$ cat src/rtl/pipelined_cla_adder_if.sv
// Handshake and data bundle for pipelined_cla_adder.
// The master drives operations in and accepts results; the slave is the adder.
interface pipelined_cla_adder_if #(
  parameter int WIDTH = 32
);
  logic             in_valid;
  logic             in_ready;
  logic [WIDTH-1:0] a;
  logic [WIDTH-1:0] b;
  logic             carry_in;
  logic             sub;
  logic             out_valid;
  logic             out_ready;
  logic [WIDTH-1:0] sum;
  logic             carry_out;
  logic             overflow;
  logic             zero;
  logic             negative;

  modport master (
    output in_valid, a, b, carry_in, sub, out_ready,
    input  in_ready, out_valid, sum, carry_out, overflow, zero, negative
  );

  modport slave (
    input  in_valid, a, b, carry_in, sub, out_ready,
    output in_ready, out_valid, sum, carry_out, overflow, zero, negative
  );
endinterface

$ cat src/rtl/pipelined_cla_adder.sv
// Two-stage pipelined carry-lookahead adder/subtractor with valid/ready flow
// control. Stage 1 registers the conditioned operands (b inverted and carry
// forced to 1 for subtraction); the two-level lookahead (4-bit groups, then
// a flat lookahead across group generate/propagate) sits between stage 1 and
// stage 2, and stage 2 registers the sum and flags.
module pipelined_cla_adder #(
  parameter int WIDTH = 32
) (
  input  logic                 clk,
  input  logic                 clr,
  pipelined_cla_adder_if.slave bus
);

  if ((WIDTH % 4) != 0 || WIDTH < 4 || WIDTH > 64) begin : g_width_check
    $error("pipelined_cla_adder: WIDTH must be a multiple of 4 in 4..64");
  end

  localparam int NG = WIDTH / 4;

  // Group generate/propagate for one 4-bit slice, returned as {G, P}.
  function automatic logic [1:0] group_gen_prop(input logic [3:0] g,
                                                input logic [3:0] p);
    logic gen;
    logic prop;
    gen  = g[3]
         | (p[3] & g[2])
         | (p[3] & p[2] & g[1])
         | (p[3] & p[2] & p[1] & g[0]);
    prop = &p;
    return {gen, prop};
  endfunction

  // Carries into the four bits of a group, all expressed directly from the
  // group carry-in so no bit waits on its neighbour.
  function automatic logic [3:0] group_carries(input logic [3:0] g,
                                               input logic [3:0] p,
                                               input logic       cin);
    logic [3:0] c;
    c[0] = cin;
    c[1] = g[0] | (p[0] & cin);
    c[2] = g[1] | (p[1] & g[0]) | (p[1] & p[0] & cin);
    c[3] = g[2] | (p[2] & g[1]) | (p[2] & p[1] & g[0])
         | (p[2] & p[1] & p[0] & cin);
    return c;
  endfunction

  // Result flags {carry_out, overflow, zero, negative}. Signed overflow is
  // the disagreement between the carry into and the carry out of the MSB.
  function automatic logic [3:0] result_flags(input logic [WIDTH-1:0] s,
                                              input logic             c_msb_in,
                                              input logic             c_msb_out);
    logic ovf;
    logic zro;
    logic neg;
    ovf = c_msb_in ^ c_msb_out;
    zro = (s == '0);
    neg = s[WIDTH-1];
    return {c_msb_out, ovf, zro, neg};
  endfunction

  // Flow control
  logic vld_p1;
  logic vld_p2;
  logic s1_load;
  logic s2_load;

  assign s2_load      = vld_p1 & (~vld_p2 | bus.out_ready);
  assign bus.in_ready = ~vld_p1 | s2_load;
  assign s1_load      = bus.in_valid & bus.in_ready;

  // ---------------- stage 1: conditioned operands ----------------
  logic [WIDTH-1:0] x_p1;
  logic [WIDTH-1:0] y_p1;
  logic             c0_p1;

  // Capture operands only on an accepted transfer; carry_in is ignored for sub.
  always_ff @(posedge clk) begin
    if (s1_load) begin
      x_p1  <= bus.a;
      y_p1  <= bus.sub ? ~bus.b : bus.b;
      c0_p1 <= bus.sub ? 1'b1 : bus.carry_in;
    end
  end

  logic [WIDTH-1:0] g_p1;
  logic [WIDTH-1:0] p_p1;
  logic [NG-1:0]    gg_p1;
  logic [NG-1:0]    gp_p1;
  logic [NG:0]      gc_p1;
  logic [WIDTH:0]   c_p1;
  logic [WIDTH-1:0] s_p1;
  logic [3:0]       flags_p1;

  assign g_p1 = x_p1 & y_p1;
  assign p_p1 = x_p1 ^ y_p1;

  for (genvar k = 0; k < NG; k++) begin : g_group
    assign {gg_p1[k], gp_p1[k]} = group_gen_prop(g_p1[4*k +: 4], p_p1[4*k +: 4]);
    assign c_p1[4*k +: 4]       = group_carries(g_p1[4*k +: 4], p_p1[4*k +: 4],
                                                gc_p1[k]);
  end

  // Second-level lookahead: each group carry is an independent sum of
  // products over lower group G/P terms and c0, so groups never chain.
  always_comb begin : second_level
    logic sop;
    logic pp;
    gc_p1 = '0;
    for (int k = 0; k <= NG; k++) begin
      sop = 1'b0;
      pp  = 1'b1;
      for (int j = k - 1; j >= 0; j--) begin
        sop = sop | (pp & gg_p1[j]);
        pp  = pp & gp_p1[j];
      end
      gc_p1[k] = sop | (pp & c0_p1);
    end
  end

  assign c_p1[WIDTH] = gc_p1[NG];
  assign s_p1        = p_p1 ^ c_p1[WIDTH-1:0];
  assign flags_p1    = result_flags(s_p1, c_p1[WIDTH-1], c_p1[WIDTH]);

  // ---------------- stage 2: sum and flags ----------------
  logic [WIDTH-1:0] sum_p2;
  logic             co_p2;
  logic             ov_p2;
  logic             z_p2;
  logic             n_p2;

  // Valid bits advance with the handshake; reset drops all in-flight work.
  always_ff @(posedge clk or posedge clr) begin
    if (clr) begin
      vld_p1 <= 1'b0;
      vld_p2 <= 1'b0;
    end else begin
      if (s1_load) begin
        vld_p1 <= 1'b1;
      end else if (s2_load) begin
        vld_p1 <= 1'b0;
      end
      if (s2_load) begin
        vld_p2 <= 1'b1;
      end else if (bus.out_ready) begin
        vld_p2 <= 1'b0;
      end
    end
  end

  // Result registers load only on a stage advance, so they hold under
  // backpressure; they clear on reset so outputs read zero afterwards.
  always_ff @(posedge clk or posedge clr) begin
    if (clr) begin
      sum_p2 <= '0;
      co_p2  <= 1'b0;
      ov_p2  <= 1'b0;
      z_p2   <= 1'b0;
      n_p2   <= 1'b0;
    end else if (s2_load) begin
      sum_p2                      <= s_p1;
      {co_p2, ov_p2, z_p2, n_p2}  <= flags_p1;
    end
  end

  assign bus.out_valid = vld_p2;
  assign bus.sum       = sum_p2;
  assign bus.carry_out = co_p2;
  assign bus.overflow  = ov_p2;
  assign bus.zero      = z_p2;
  assign bus.negative  = n_p2;

endmodule

$ cat src/flat_wrapper.sv
// flat-port wrapper written by rule: the top's interface ports become plain ports
module pipelined_cla_adder_flat 
#(
  parameter int WIDTH = 32
)
  (clk, clr, bus_in_valid, bus_a, bus_b, bus_carry_in, bus_sub, bus_out_ready, bus_in_ready, bus_out_valid, bus_sum, bus_carry_out, bus_overflow, bus_zero, bus_negative);
  pipelined_cla_adder_if #(.WIDTH(WIDTH)) bus_i ();
  input  logic clk;
  input  logic clr;
  input wire logic [$bits(bus_i.in_valid)-1:0] bus_in_valid;
  input wire logic [$bits(bus_i.a)-1:0] bus_a;
  input wire logic [$bits(bus_i.b)-1:0] bus_b;
  input wire logic [$bits(bus_i.carry_in)-1:0] bus_carry_in;
  input wire logic [$bits(bus_i.sub)-1:0] bus_sub;
  input wire logic [$bits(bus_i.out_ready)-1:0] bus_out_ready;
  output wire logic [$bits(bus_i.in_ready)-1:0] bus_in_ready;
  output wire logic [$bits(bus_i.out_valid)-1:0] bus_out_valid;
  output wire logic [$bits(bus_i.sum)-1:0] bus_sum;
  output wire logic [$bits(bus_i.carry_out)-1:0] bus_carry_out;
  output wire logic [$bits(bus_i.overflow)-1:0] bus_overflow;
  output wire logic [$bits(bus_i.zero)-1:0] bus_zero;
  output wire logic [$bits(bus_i.negative)-1:0] bus_negative;
  assign bus_i.in_valid = bus_in_valid;
  assign bus_i.a = bus_a;
  assign bus_i.b = bus_b;
  assign bus_i.carry_in = bus_carry_in;
  assign bus_i.sub = bus_sub;
  assign bus_i.out_ready = bus_out_ready;
  assign bus_in_ready = bus_i.in_ready;
  assign bus_out_valid = bus_i.out_valid;
  assign bus_sum = bus_i.sum;
  assign bus_carry_out = bus_i.carry_out;
  assign bus_overflow = bus_i.overflow;
  assign bus_zero = bus_i.zero;
  assign bus_negative = bus_i.negative;
  pipelined_cla_adder #(.WIDTH(WIDTH)) u_core (.clk(clk), .clr(clr), .bus(bus_i));
endmodule
$ cat config.mk
export PLATFORM = sky130hd
export DESIGN_NAME = pipelined_cla_adder_flat
export DESIGN_NICKNAME = d
export VERILOG_FILES = /design/src/rtl/pipelined_cla_adder_if.sv /design/src/rtl/pipelined_cla_adder.sv /design/src/flat_wrapper.sv
export SDC_FILE = /design/constraint.sdc
export NUM_CORES = 1
export LEC_CHECK = 0
export BUFFER_PORTS_ARGS = -buffer_cell sky130_fd_sc_hd__clkbuf_2
export CAP_MARGIN = 20
export CORE_MARGIN = 2
export CORE_UTILIZATION = 55
export DETAILED_ROUTE_END_ITERATION = 8
export GPL_TIMING_DRIVEN = 0
export PLACE_DENSITY_LB_ADDON = 0.2
export SLEW_MARGIN = 10
export SYNTH_ARGS = -nofsm -noshare
export SYNTH_HDL_FRONTEND = slang
export SYNTH_SLANG_ARGS = --single-unit
$ cat constraint.sdc
create_clock -name clk -period 4.6 [get_ports clk]
set_clock_uncertainty 0.2 [all_clocks]
set_input_delay 1.15 -clock clk [delete_from_list [all_inputs] [get_ports clk]]
set_output_delay 1.15 -clock clk [all_outputs]
set_load 0.01 [all_outputs]
==> impl_results.md <==
* Routed Wire Length at 10800 µm
* EDFF count, synth at 65
* H-tree depth at 3
* Final Setup Violations at 0
* Routed vias at 3606
* I/O pin cnt at 108
* Cell Area, Placed at 5840 µm²
* Cell Area, Synth at 5160 µm²
* Rows at 35
* HP Class: reg2reg
* Starting Density at 0.562
* CP Data Required Time at 4700 ps
* Max Clk Rate at between 0.2 and 0.25 GHz
* Yosys cell types at 59
* 1st-iter DRT viols at roughly 150
* Hold Startpoint: u_core.bus.sum[23]
* Startpoint types: flop
* Commonest cells after routing, fill and taps aside: clkbuf_2 (106), edfxtp_1 (65), xor2_1 (40)
* Max Cap Viol at 0
* Worst VDD drop at 0.000206 V
* Number of I/O port buffers at approximately 110
* Mapped Cells at approximately 400
* Grt ovf at 0
* Final nets at 641
* Later-pin clock latency in the skew report at 370 ps
* Hold Path Depth at 2
* CTS Buffer Depth at 2
* Wirelength per Cell at 16.7 µm
* Clock sinks at roughly 100
* Register area share after synthesis at 0.557
* Clock transition at path regs at 110 ps
* Syn_nets at 518
* Detail Placement HPWL at 7980 µm
* Initial antenna violation count at 0
* Hold_ws at 301 ps
* Slew HR at 0.411
* Cell taking the most area after synthesis: edfxtp_1
* Vias in the first global route at 3554
* Commonest non-fill, non-tap cell in the layout: clkbuf_2
* Synth Flop Type: edfxtp_1
* Reg2reg start: u_core.y_p1[16]
* First-pass GRT wire length at 17000 µm
* Critical Path Sink Type: flop
* Drc violations at 0
* Final core utilization at 0.672
* Fin crit share at 0.958
* Core Box Area at 9200 µm²
* Post-synth top area share at 0.378
* Root Buffer: clkbuf_8
* Largest net degree at the start of global routing at 66
* Routability cong. at 0.854
* Synth Warn # at 0
* TritonCTS clock tree: built
* Slew @ Worst Pin at 883 ps
* P&R area growth vs syn at 19.6%
* CP Cell Sequence: ha_1, and4_1, a221o_1, a211oi_2, o21ai_2, or2_4, a221o_1, fa_2, xnor2_2, nand4_1, nor4_1, nand2_1, a21oi_1, nand4_1, a211oi_2, a41o_1
* R2R depth at 16
* Crit path from: u_core.y_p1[16]
* Final Slew Violations at 0
* Synth top area cells: edfxtp_1 (38%), dfrtp_1 (18%), ha_1 (7.8%)
* Hold Violations, Final at 0
* Leak at 2.66 nW
* Avg Cell Area, Syn at 12.7 µm²
* Die Y at between 100 and 150 µm
* Critical path data arrival time at 4510 ps
* Max incr delay on CP at 440 ps
* Antenna viol nets, final at 0
* Post-layout min period at approximately 4400 ps
* Design area at slightly above 6000 µm²
* Gr usage total at 0.215
* DIE AREA at 10200 µm²
* Antenna diode count at 0
* Post-synthesis async set-or-reset flop share at 0.363
* Slowest-stage cell, CP: edfxtp_1
* Total CTS buffers at 9
* Worst Setup Path Type: reg2reg
* Share of cells above drive strength 1 at 0.313
* #FFs+latches synth at a little over 100
* Critical path peak fanout at 3
* PD cells at about 390 nW/µm²
* DR pass1 iterations at 4
* Via/cell ratio at 5.57
* Die Wd at between 100 and 150 µm
* Status: finished, final reports clean
## stage by stage
stage / TNS (ps) / worst slack [ps] / power, mW / instances
detailed placement: -154 / -154 / 1.87 / 625
CTS: 0 / 10.6 / 2.39 / 642
finish: 0 / 195 / 2.40 / 647
floorplan: 0 / 471 / 1.61 / 408
global route: -28.8 / -28.8 / 2.53 / 647
global placement: -127 / -127 / 1.84 / 625
## worst max-delay path, delay by kind of cell, from the launching register on
| kind | cells | cell delay [ps] |
|---|---|---|
| and+or+nand+nor | 6 | 1120 |
| AOI/OAI and AO/OA | 7 | 1650 |
| adders and majority gates | 2 | 700 |
| DFF | 1 | 440 |
| xor gates and xnor gates | 1 | 230 |
## synthesized netlist by cell type, types with 4 or more instances
master,number
nor2_1,12
a211oi_1,4
fa_1,8
nand2b_1,4
xor2_1,40
nor4_1,4
a21oi_1,19
edfxtp_1,65
xnor2_1,11
a21o_1,5
and2_1,6
nand4_1,6
a221o_1,4
nor3_1,4
dfrtp_1,37
clkbuf_1,7
inv_1,8
nand2_1,39
o21ai_0,27
ha_1,32
mux2_2,9
## logic make-up (layout without fill, tap and decap cells)
logic type / Yosys count / count (layout) / synth area share
AND/OR/NAND/NOR: 100 / 100 / 0.101
XOR/XNOR: 51 / 51 / 0.0865
AO/OA/AOI/OAI: 86 / 86 / 0.111
multiplexers: 10 / 10 / 0.0216
adder cells (fa/ha/maj): 40 / 40 / 0.109
flip-flops: 102 / 102 / 0.557
buffers and inverters: 19 / 147 / 0.0145
## metal layers
layer / GRT usage / share of wire / vias up
li1: - / - / 1744
met1: 0.289 / 0.44 / 1723
met2: 0.356 / 0.50 / 122
met3: 0.0506 / 0.047 / 17
met4: 0.0541 / 0.017 / 0
met5: 0 / 0 / -
## final timing paths
| kind | slack [ps] | endpoint |
|---|---|---|
| max in group asynchronous | 3000 | u_core.bus.sum[17] |
| max | 200 | u_core.bus.zero |
| min | 300 | u_core.bus.sum[23] |
| min in group asynchronous | 700 | u_core.bus.sum[2] |
| max reg2reg | 200 | u_core.bus.zero |
| min reg2reg | 300 | u_core.bus.sum[23] |
## power breakdown
part | internal, mW | switching, mW
Sequential | 1.13 | 0.0890
Combinational | 0.302 | 0.369
Clock | 0.201 | 0.311
## registers in the layout (all words and copies together), names as in the netlist
name	count
u_core.x_p1	32
u_core.bus.sum	31
u_core.bus.negative	1
u_core.bus.zero	1
u_core.bus.out_valid	1
u_core.y_p1	32
u_core.vld_p1	1
u_core.bus.carry_out	1
u_core.bus.overflow	1
u_core.c0_p1	1
## area by class of cell
type / instances / area (µm²)
clock inverters: 6 / 47.5
clock buffers: 10 / 128
plain buffers: 11 / 45.0
flip-flops and latches: 102 / 2880
multi-input cells: 287 / 2330
fillers: 710 / 3020
well taps: 111 / 139
inverters: 8 / 30.0
repair buffers: 112 / 576
## timing repair
action,in CTS,in global routing
gates resized for setup,7,12
hold buffers,0,0
setup endpoints to repair,1,1
buffers inserted,1,5
endpoints found under the hold margin,0,0
pin swaps,4,12
gates cloned,0,0
Power figures use the tool's default switching activity.
